==> src/rtl/lsu_pkg.sv <==
// Shared encodings, request payload and lane-extension helper for the load/store unit.
package lsu_pkg;

  localparam int unsigned XLEN = 32;

  localparam logic [1:0] SZ_BYTE = 2'b00;
  localparam logic [1:0] SZ_HALF = 2'b01;
  localparam logic [1:0] SZ_WORD = 2'b10;
  localparam logic [1:0] SZ_RSVD = 2'b11;

  localparam logic [1:0] ST_IDLE = 2'b00;
  localparam logic [1:0] ST_RD   = 2'b01;
  localparam logic [1:0] ST_WR   = 2'b10;
  localparam logic [1:0] ST_RESP = 2'b11;

  typedef struct packed {
    logic            write;
    logic [1:0]      size;
    logic            sgn;
    logic [1:0]      off;
    logic [XLEN-1:0] wdata;
  } lsu_req_t;

  // Widen a byte or half lane to a full word, replicating the lane's top bit when signed.
  function automatic logic [XLEN-1:0] lane_ext(input logic [15:0] lane, input logic is_half,
                                               input logic sgn);
    logic top;
    top = is_half ? lane[15] : lane[7];
    if (is_half) return {{16{sgn & top}}, lane};
    return {{24{sgn & top}}, lane[7:0]};
  endfunction

endpackage

==> src/rtl/lsu_align.sv <==
// Lane steering: extracts and extends load lanes, merges store lanes into a fetched word.
module lsu_align
  import lsu_pkg::*;
(
  input  logic [1:0]      size,
  input  logic [1:0]      off,
  input  logic            sgn,
  input  logic [XLEN-1:0] rdata,
  input  logic [XLEN-1:0] wdata,
  output logic [XLEN-1:0] load_c,
  output logic [XLEN-1:0] merge_c
);

  logic [4:0]      bsh;
  logic [XLEN-1:0] shifted;
  logic [XLEN-1:0] mask;

  always_comb begin
    bsh     = (size == SZ_HALF) ? {off[1], 4'b0000} : {off, 3'b000};
    shifted = rdata >> bsh;
    mask    = '0;
    load_c  = rdata;
    merge_c = wdata;
    case (size)
      SZ_BYTE: begin
        load_c = lane_ext(shifted[15:0], 1'b0, sgn);
        mask   = 32'h0000_00ff << bsh;
      end
      SZ_HALF: begin
        load_c = lane_ext(shifted[15:0], 1'b1, sgn);
        mask   = 32'h0000_ffff << bsh;
      end
      default: ;
    endcase
    if (size == SZ_BYTE || size == SZ_HALF)
      merge_c = (rdata & ~mask) | ((wdata << bsh) & mask);
  end

endmodule

==> src/rtl/load_store_unit.sv <==
// Word-port load/store initiator with read-modify-write for sub-word stores.
// Optional access counters enabled by defining LSU_ACCESS_COUNT_EN.
module load_store_unit
  import lsu_pkg::*;
#(
  parameter int unsigned MEM_WORDS = 2048
) (
  input  logic            clk,
  input  logic            rst,
  input  logic            req_valid,
  output logic            req_ready,
  input  logic            req_write,
  input  logic [1:0]      req_size,
  input  logic            req_signed,
  input  logic [XLEN-1:0] req_addr,
  input  logic [XLEN-1:0] req_wdata,
  output logic            resp_valid,
  output logic            resp_err,
  output logic [XLEN-1:0] resp_rdata,
  output logic            mem_read,
  output logic            mem_write,
  output logic [XLEN-1:0] mem_addr,
  output logic [XLEN-1:0] mem_wdata,
  input  logic [XLEN-1:0] mem_rdata
`ifdef LSU_ACCESS_COUNT_EN
  ,
  output logic [XLEN-1:0] load_count,
  output logic [XLEN-1:0] store_count
`endif
);

  localparam logic [XLEN:0] ADDR_LIMIT = (XLEN+1)'(MEM_WORDS) << 2;

  logic [1:0]      state, state_nxt;
  lsu_req_t        req_q;
  logic            accept;
  logic            err_in;
  logic [XLEN-1:0] load_c, merge_c;

  logic            req_ready_d, resp_valid_d, resp_err_d, mem_read_d, mem_write_d;
  logic [XLEN-1:0] resp_rdata_d, mem_addr_d, mem_wdata_d;

  assign accept = req_valid && (state == ST_IDLE);

  // Misalignment, reserved size or beyond the backing store all fail without touching memory.
  always_comb begin
    err_in = ({1'b0, req_addr} >= ADDR_LIMIT);
    case (req_size)
      SZ_HALF: err_in = err_in | req_addr[0];
      SZ_WORD: err_in = err_in | (|req_addr[1:0]);
      SZ_RSVD: err_in = 1'b1;
      default: ;
    endcase
  end

  lsu_align u_align (
    .size    (req_q.size),
    .off     (req_q.off),
    .sgn     (req_q.sgn),
    .rdata   (mem_rdata),
    .wdata   (req_q.wdata),
    .load_c  (load_c),
    .merge_c (merge_c)
  );

  always_comb begin
    state_nxt    = state;
    mem_addr_d   = mem_addr;
    mem_wdata_d  = mem_wdata;
    resp_rdata_d = '0;
    resp_err_d   = 1'b0;
    case (state)
      ST_IDLE: begin
        if (accept) begin
          if (err_in) begin
            state_nxt  = ST_RESP;
            resp_err_d = 1'b1;
          end else begin
            mem_addr_d  = {req_addr[XLEN-1:2], 2'b00};
            mem_wdata_d = req_wdata;
            state_nxt   = (req_write && req_size == SZ_WORD) ? ST_WR : ST_RD;
          end
        end
      end
      ST_RD: begin
        if (req_q.write) begin
          state_nxt   = ST_WR;
          mem_wdata_d = merge_c;
        end else begin
          state_nxt    = ST_RESP;
          resp_rdata_d = load_c;
        end
      end
      ST_WR:   state_nxt = ST_RESP;
      default: state_nxt = ST_IDLE;
    endcase
    req_ready_d  = (state_nxt == ST_IDLE);
    resp_valid_d = (state_nxt == ST_RESP);
    mem_read_d   = (state_nxt == ST_RD);
    mem_write_d  = (state_nxt == ST_WR);
  end

  always_ff @(posedge clk or posedge rst) begin
    if (rst) begin
      state      <= ST_IDLE;
      req_q      <= '0;
      req_ready  <= 1'b1;
      resp_valid <= 1'b0;
      resp_err   <= 1'b0;
      resp_rdata <= '0;
      mem_read   <= 1'b0;
      mem_write  <= 1'b0;
      mem_addr   <= '0;
      mem_wdata  <= '0;
    end else begin
      state      <= state_nxt;
      if (accept)
        req_q <= '{write: req_write, size: req_size, sgn: req_signed,
                   off: req_addr[1:0], wdata: req_wdata};
      req_ready  <= req_ready_d;
      resp_valid <= resp_valid_d;
      resp_err   <= resp_err_d;
      resp_rdata <= resp_rdata_d;
      mem_read   <= mem_read_d;
      mem_write  <= mem_write_d;
      mem_addr   <= mem_addr_d;
      mem_wdata  <= mem_wdata_d;
    end
  end

`ifdef LSU_ACCESS_COUNT_EN
  logic err_q;

  // Completed accesses are tallied as the unit leaves RESP.
  always_ff @(posedge clk or posedge rst) begin
    if (rst) begin
      err_q       <= 1'b0;
      load_count  <= '0;
      store_count <= '0;
    end else begin
      if (accept) err_q <= err_in;
      if (state == ST_RESP && !err_q) begin
        if (req_q.write) store_count <= store_count + 32'd1;
        else             load_count  <= load_count + 32'd1;
      end
    end
  end
`endif

endmodule

==> config.mk <==
export PLATFORM = sky130hd
export DESIGN_NAME = load_store_unit
export DESIGN_NICKNAME = d
export VERILOG_FILES = /design/src/rtl/lsu_pkg.sv /design/src/rtl/lsu_align.sv /design/src/rtl/load_store_unit.sv
export SDC_FILE = /design/constraint.sdc
export NUM_CORES = 1
export LEC_CHECK = 0
export CAP_MARGIN = 20
export CORE_ASPECT_RATIO = 1.1
export CORE_UTILIZATION = 48
export DETAILED_ROUTE_END_ITERATION = 8
export PLACE_DENSITY = 0.86
export SKIP_LAST_GASP = 1
export SYNTH_ARGS = -nofsm -noshare
export SYNTH_HDL_FRONTEND = slang
export SYNTH_SLANG_ARGS = --single-unit
==> constraint.sdc <==
create_clock -name clk -period 5.5 [get_ports clk]
set_input_delay 0.55 -clock clk [delete_from_list [all_inputs] [get_ports clk]]
set_output_delay 0.55 -clock clk [all_outputs]
set_load 0.01 [all_outputs]
# After elaboration in Yosys (flattened, before gate mapping)
# Index checks and enable logic that the tools add are counted.
# word_totals
register_bits	139
input_bits	103
wordCells	71
# classes
order_cmp	1
n_eq_ne	12
shifts	4
muxes	21
bitwise_logic	9
n_reduce_logical	10
# ops
cell	count
$mux 32	6
$pmux 32 s2	3
$and 32x32->32	2
$ge 32x14->1 const B	1
$not 32->32	1
$or 32x32->32	1
$shl 16x5->32 const A	1
$shl 32x5->32	1
$shl 8x5->32 const A	1
$shr 32x5->16	1
$mux 16	1
$eq 2x2->1 const B	5
$eq 2x1->1 const B	4
$logic_not 2->1	3
$mux 2	3
$ne 2x2->1 const B	3
$pmux 2 s3	1
$mux 1	5
$mux 4	1
$reduce_and 4->1	1
$pmux 1 s3	1
$reduce_and 3->1	1
$and 1x1->1	2
$logic_and 1x1->1	2
other kinds (5)	6

# Longest topological paths before layout
# logic_depth
ltp_word	10
ltp_mapped	9
depth_no_buf	7

# Modules after synthesis
# Synthesis repeated with hierarchy kept, for this count alone.
# unflattened
cells_unflattened	679
area_unflattened_um2	7404.6
# modules_own_cells
mod	n_inst	cells_each	area_each_um2
load_store_unit	1	456	5935.7
lsu_align	1	223	1468.9

# Least setup slack after synthesis
# Ideal clock, no wire load.
# synth_timing
kind	input to register
start	input port req_size[0]
end	register mem_wdata[23]
setup_ns	0.125
t_arrival_ns	2.122
required_time_ns	5.375
slack_ns	3.253
path_stages	8
path_buffers	1
cell_sequence	inv_1 > ha_1 > nor2_1 > o311ai_1 > o22ai_2 > o21ai_2 > buf_6 > mux2_4
# synth_between
elab_chain_len	4
# synth_lines
item	line_no	text
start, declared	load_store_unit.sv:13	input logic [1:0] req_size,
$eq 2x2->1 or $eq 2x1->1 (tied branches)	load_store_unit.sv:48	case (req_size)
$pmux 1 s3 (*)	load_store_unit.sv:48	
$ne 2x2->1 (no line) (*)	-	
$reduce_and 4->1 (no line) (*)	-	
end signal, assigned	load_store_unit.sv:127	mem_wdata <= mem_wdata_d;
end, declared	load_store_unit.sv:23	output logic [XLEN-1:0] mem_wdata,
# Mark *: on every way between the ends. The rest lies on a longest branch, timed or not.
# A chain may end at the register's enable or synchronous reset.

# Worst setup path after layout
# layout_timing
start	register req_q[36] in the netlist's numbering
end	register mem_wdata[7]
# layout_between
elab_chain_len	10
# layout_lines
item	line_no	text
start, declared	load_store_unit.sv:35	lsu_req_t req_q;
start signal, assigned	load_store_unit.sv:118	req_q <= '{write: req_write, size: req_size, sgn: req_signed,
$eq 2x1->1	lsu_align.sv:19, lsu_align.sv:24, lsu_align.sv:35	
$mux 4	lsu_align.sv:19	bsh = (size == SZ_HALF) ? {off[1], 4'b0000} : {off, 3'b000};
$shl 16x5->32 or $shl 8x5->32 (tied branches)	lsu_align.sv:31, lsu_align.sv:27	
$pmux 32 s2	lsu_align.sv:24	case (size)
$not 32->32	lsu_align.sv:36	merge_c = (rdata & ~mask) | ((wdata << bsh) & mask);
$and 32x32->32	lsu_align.sv:36	
$or 32x32->32	lsu_align.sv:36	
$mux 32 (*)	lsu_align.sv:35	if (size == SZ_BYTE || size == SZ_HALF)
$mux 32 (*)	load_store_unit.sv:86	if (req_q.write) begin
$pmux 32 s2 (*)	load_store_unit.sv:72	case (state)
# Mark *: on every way between the ends. The rest lies on a longest branch, timed or not. The select of a mux whose other input is x is not followed.

==> flow_metrics.tcl <==
set metrics [dict create \
    outcome "finished clean" \
    detail_route.wirelength_um 20800 \
    cts.sinks 139 \
    setup_total_negative_slack_ps 0 \
    fp.dieArea_um2 15300 \
    vdd_drop_max_mv 0.262 \
    postSynthRegisterBits 139 \
    cts_max_path_buffers 2 \
    post_cts_hold_buffer_count 0 \
    critPathBufInv 1 \
    cells_traversed_along_the_worst_timing_path "buf_4 > nor2b_1 > nor2_1 > o21ai_2 > a311oi_1 > mux2i_1" \
    tritoncts_clock_tree "done" \
    n_fill_cell 1026 \
    cts_post_setup_buffers_inserted 0 \
    cp-start-kind "register" \
    syn_to_final_growth_pct 38.1 \
    worstSetupPathType "register to register" \
    critPathTopFamily "flip-flops" \
    insertedDiodeCount 0 \
    timing_hold_violations_final 0 \
    syn_area_um2 7100 \
    postSynth.asyncResetShare 1.00 \
    slew_headroom 0.309 \
    post-synth-top-count-cell "sky130_fd_sc_hd__dfrtp_1" \
    post_synth_most_frequent_cells "138 x sky130_fd_sc_hd__dfrtp_1, 76 x sky130_fd_sc_hd__o21ai_0, 51 x sky130_fd_sc_hd__mux2_2, 51 x sky130_fd_sc_hd__nand2_1, 39 x sky130_fd_sc_hd__a21oi_1" \
    number_of_global_route_vias_before_repair 6039 \
    initial_utilization 0.491 \
    cp.required_ps 5740 \
    unrepaired_setup_endpoints_after_global_routing "no" \
    min_period_ps 3390 \
    postLayoutCoreUtil 0.678 \
    maxCapViolCount 0 \
    skew_ps 12.8 \
    avgSynthCellArea_um2 10.3 \
    clockRootBuffer "sky130_fd_sc_hd__clkbuf_16" \
    placer_s_final_routability_congestion_estimate 0.905 \
    p_seq_frac 0.321 \
    first_pass_iters 5 \
    coreArea_um2 14400 \
    clkPwrFrac 0.203 \
    synth.yosys.seq_area_share 0.490 \
    dr.first_iter.drc_count 525 \
    static-leakage-power_nw 4.20 \
    p_per_area_nw_per_um2 584 \
    worstPathMaxFanout 30 \
    ys_dominant_reg_cell "sky130_fd_sc_hd__dfrtp_1" \
    post-route-period-util 0.616 \
    clkLatencyLatePin_ps 420 \
    cts_inserted_buffers 17 \
    setup_viol 0 \
    grt_antenna_before_repair 0 \
    min_path_type "register to register" \
    internal-power_mw 3.53 \
    setup.worst_path.end_class "register" \
    worst-endpoint-arrival_ps 3630 \
    die_h_um 130 \
    grt_max_degree 97 \
    cts.htree.levels 4 \
    cp_slowest_cell "sky130_fd_sc_hd__dfrtp_1" \
    cp_slowest_stage_delay_ps 1020 \
    ys_top_cells_by_area "sky130_fd_sc_hd__dfrtp_1 49%, sky130_fd_sc_hd__mux2_2 8.1%, sky130_fd_sc_hd__o21ai_0 5.4%, sky130_fd_sc_hd__mux2_4 3.8%, sky130_fd_sc_hd__mux2i_1 2.8%" \
    chipWidth_um 118 \
    ff_latch_area_um2 3480 \
    switchingPower_mw 2.19 \
    post_cts.resized_instances 0 \
    synth_top_area_share 0.487 \
    fmax_mhz 295 \
    avgViaCountPerCell 5.82 \
    share_comb_of_total_power 0.476 \
    drive_gt1_frac 0.147 \
    number_of_design_rule_violations_left_after_detail_routing 0 \
    timing.final.max_slew_violations 0 \
    grtUsageTotal 0.276 \
    post_drt_wl_per_cell_um 19.5 \
    half_perimeter_wire_length_of_the_detailed_placement_result_um 14500 \
    io-pin-count 204 \
    buffer_ports.inserted 201 \
    finish.net_count 972 \
    std_cell_rows 46 \
    worst_setup_hold_path_clk_slew_ps 60 \
    synth_area_leader_cell "sky130_fd_sc_hd__dfrtp_1" \
    grt-ovfl-total 0 \
    multi_input_comb_area_um2 3230 \
    grt_pass1_wl_um 32600 \
    timing_worst_slew_pin_value_ps 1040 \
    vias 6214 \
    ys.warnings.count 0 \
    netlist_instances 686 \
    drt.antenna.violating_nets 0 \
    power.share.switching 0.382 \
    synth_enable_flop_cells 0 \
    yosys.cell_types.count 55 \
]
per-layer routing:
layer | wire [µm] | part of all wire | GRT usage
met1 | 8490 | 0.41 | 0.361
met2 | 9880 | 0.47 | 0.440
met3 | 1610 | 0.077 | 0.0533
met4 | 835 | 0.040 | 0.146
met5 | 0 | 0 | 0
flip-flops by register name, indices dropped and copies added (netlist names):
name        count
mem_addr       30
mem_read        1
mem_wdata      32
mem_write       1
req_q          38
req_ready       1
resp_err        1
resp_rdata     32
resp_valid      1
state           2
cells by family (layout without fill, tap and decap cells):
kind of cell             after synthesis  after routing  share of synthesized area
AO/OA/AOI/OAI                        196            196                      0.176
AND/OR/NAND/NOR                      160            160                      0.112
flip-flops                           139            139                      0.490
buffers and inverters                 93            281                     0.0577
multiplexers                          90             90                      0.150
adder cells (fa/ha/maj)                7              7                     0.0123
other                                  1              2                   0.000528
power by group through the flow:
stage	registers (mW)	logic [mW]	clock network, mW
final	1.84	2.72	1.16
after global routing	1.89	2.93	1.22
after CTS	1.83	2.70	1.17
after detailed placement	1.83	2.67	0
after global placement	1.82	2.61	0
after floorplan	1.85	1.59	0
layout by cell type, fill, tap and decap left out, types with 4 or more instances in the layout:
master,instances
sky130_fd_sc_hd__o21ai_0,76
sky130_fd_sc_hd__nand2b_1,4
sky130_fd_sc_hd__nor2_1,18
sky130_fd_sc_hd__dfrtp_1,138
sky130_fd_sc_hd__and2_1,4
sky130_fd_sc_hd__mux2i_1,20
sky130_fd_sc_hd__o221a_2,6
sky130_fd_sc_hd__nor2b_1,16
sky130_fd_sc_hd__buf_4,9
sky130_fd_sc_hd__a21oi_1,39
sky130_fd_sc_hd__a31oi_1,12
sky130_fd_sc_hd__a311oi_1,10
sky130_fd_sc_hd__a211oi_1,10
sky130_fd_sc_hd__mux2_4,18
sky130_fd_sc_hd__clkbuf_16,17
sky130_fd_sc_hd__inv_1,37
sky130_fd_sc_hd__ha_1,6
sky130_fd_sc_hd__nor4_1,4
sky130_fd_sc_hd__o221ai_1,8
sky130_fd_sc_hd__clkdlybuf4s50_1,201
sky130_fd_sc_hd__inv_6,5
sky130_fd_sc_hd__nand3_1,19
sky130_fd_sc_hd__and3_1,14
sky130_fd_sc_hd__nand2_1,51
sky130_fd_sc_hd__o32ai_1,7
sky130_fd_sc_hd__nor3_1,22
sky130_fd_sc_hd__mux2_2,51
path summary, 6_finish.rpt:
check	startpoint	to	slack, ps	cells after the start
hold reg to reg	req_q[27]	req_q[27]	480	2
setup / recovery	req_q[36]	mem_wdata[7]	2110	6
min in group asynchronous	rst	resp_rdata[29]	690	2
max in group asynchronous	rst	req_q[18]	3740	3
setup reg to reg	req_q[36]	mem_wdata[7]	2110	6
hold / removal	req_q[27]	req_q[27]	480	2
per-stage QoR:
stage	hold WS, ps	power, mW	instances	setup slack [ps]	cell area, µm²
6_report	481	5.72	1067	2110	9800
3_5_place_dp	466	4.50	1034	1510	9180
5_1_grt	514	6.04	1067	1960	9800
3_3_place_gp	457	4.43	1034	1680	9180
4_1_cts	479	5.70	1066	1870	9780
2_1_floorplan	445	3.44	687	1230	7100
area by class of cell:
cell class,count,share of cell area
sequential,139,0.355
multi-input combinational,455,0.329
timing repair buffer,211,0.214
clock buffer,20,0.0476
tap,192,0.0245
inverter,38,0.0151
clock inverter,12,0.0139
worst register-to-register path, cell delays in order, from the launching register on:
cell,delay (ps)
sky130_fd_sc_hd__dfrtp_1,1020
sky130_fd_sc_hd__buf_4,410
sky130_fd_sc_hd__nor2b_1,220
sky130_fd_sc_hd__nor2_1,680
sky130_fd_sc_hd__o21ai_2,250
sky130_fd_sc_hd__a311oi_1,470
sky130_fd_sc_hd__mux2i_1,170
Note: power is estimated with default switching activity, not from simulation.
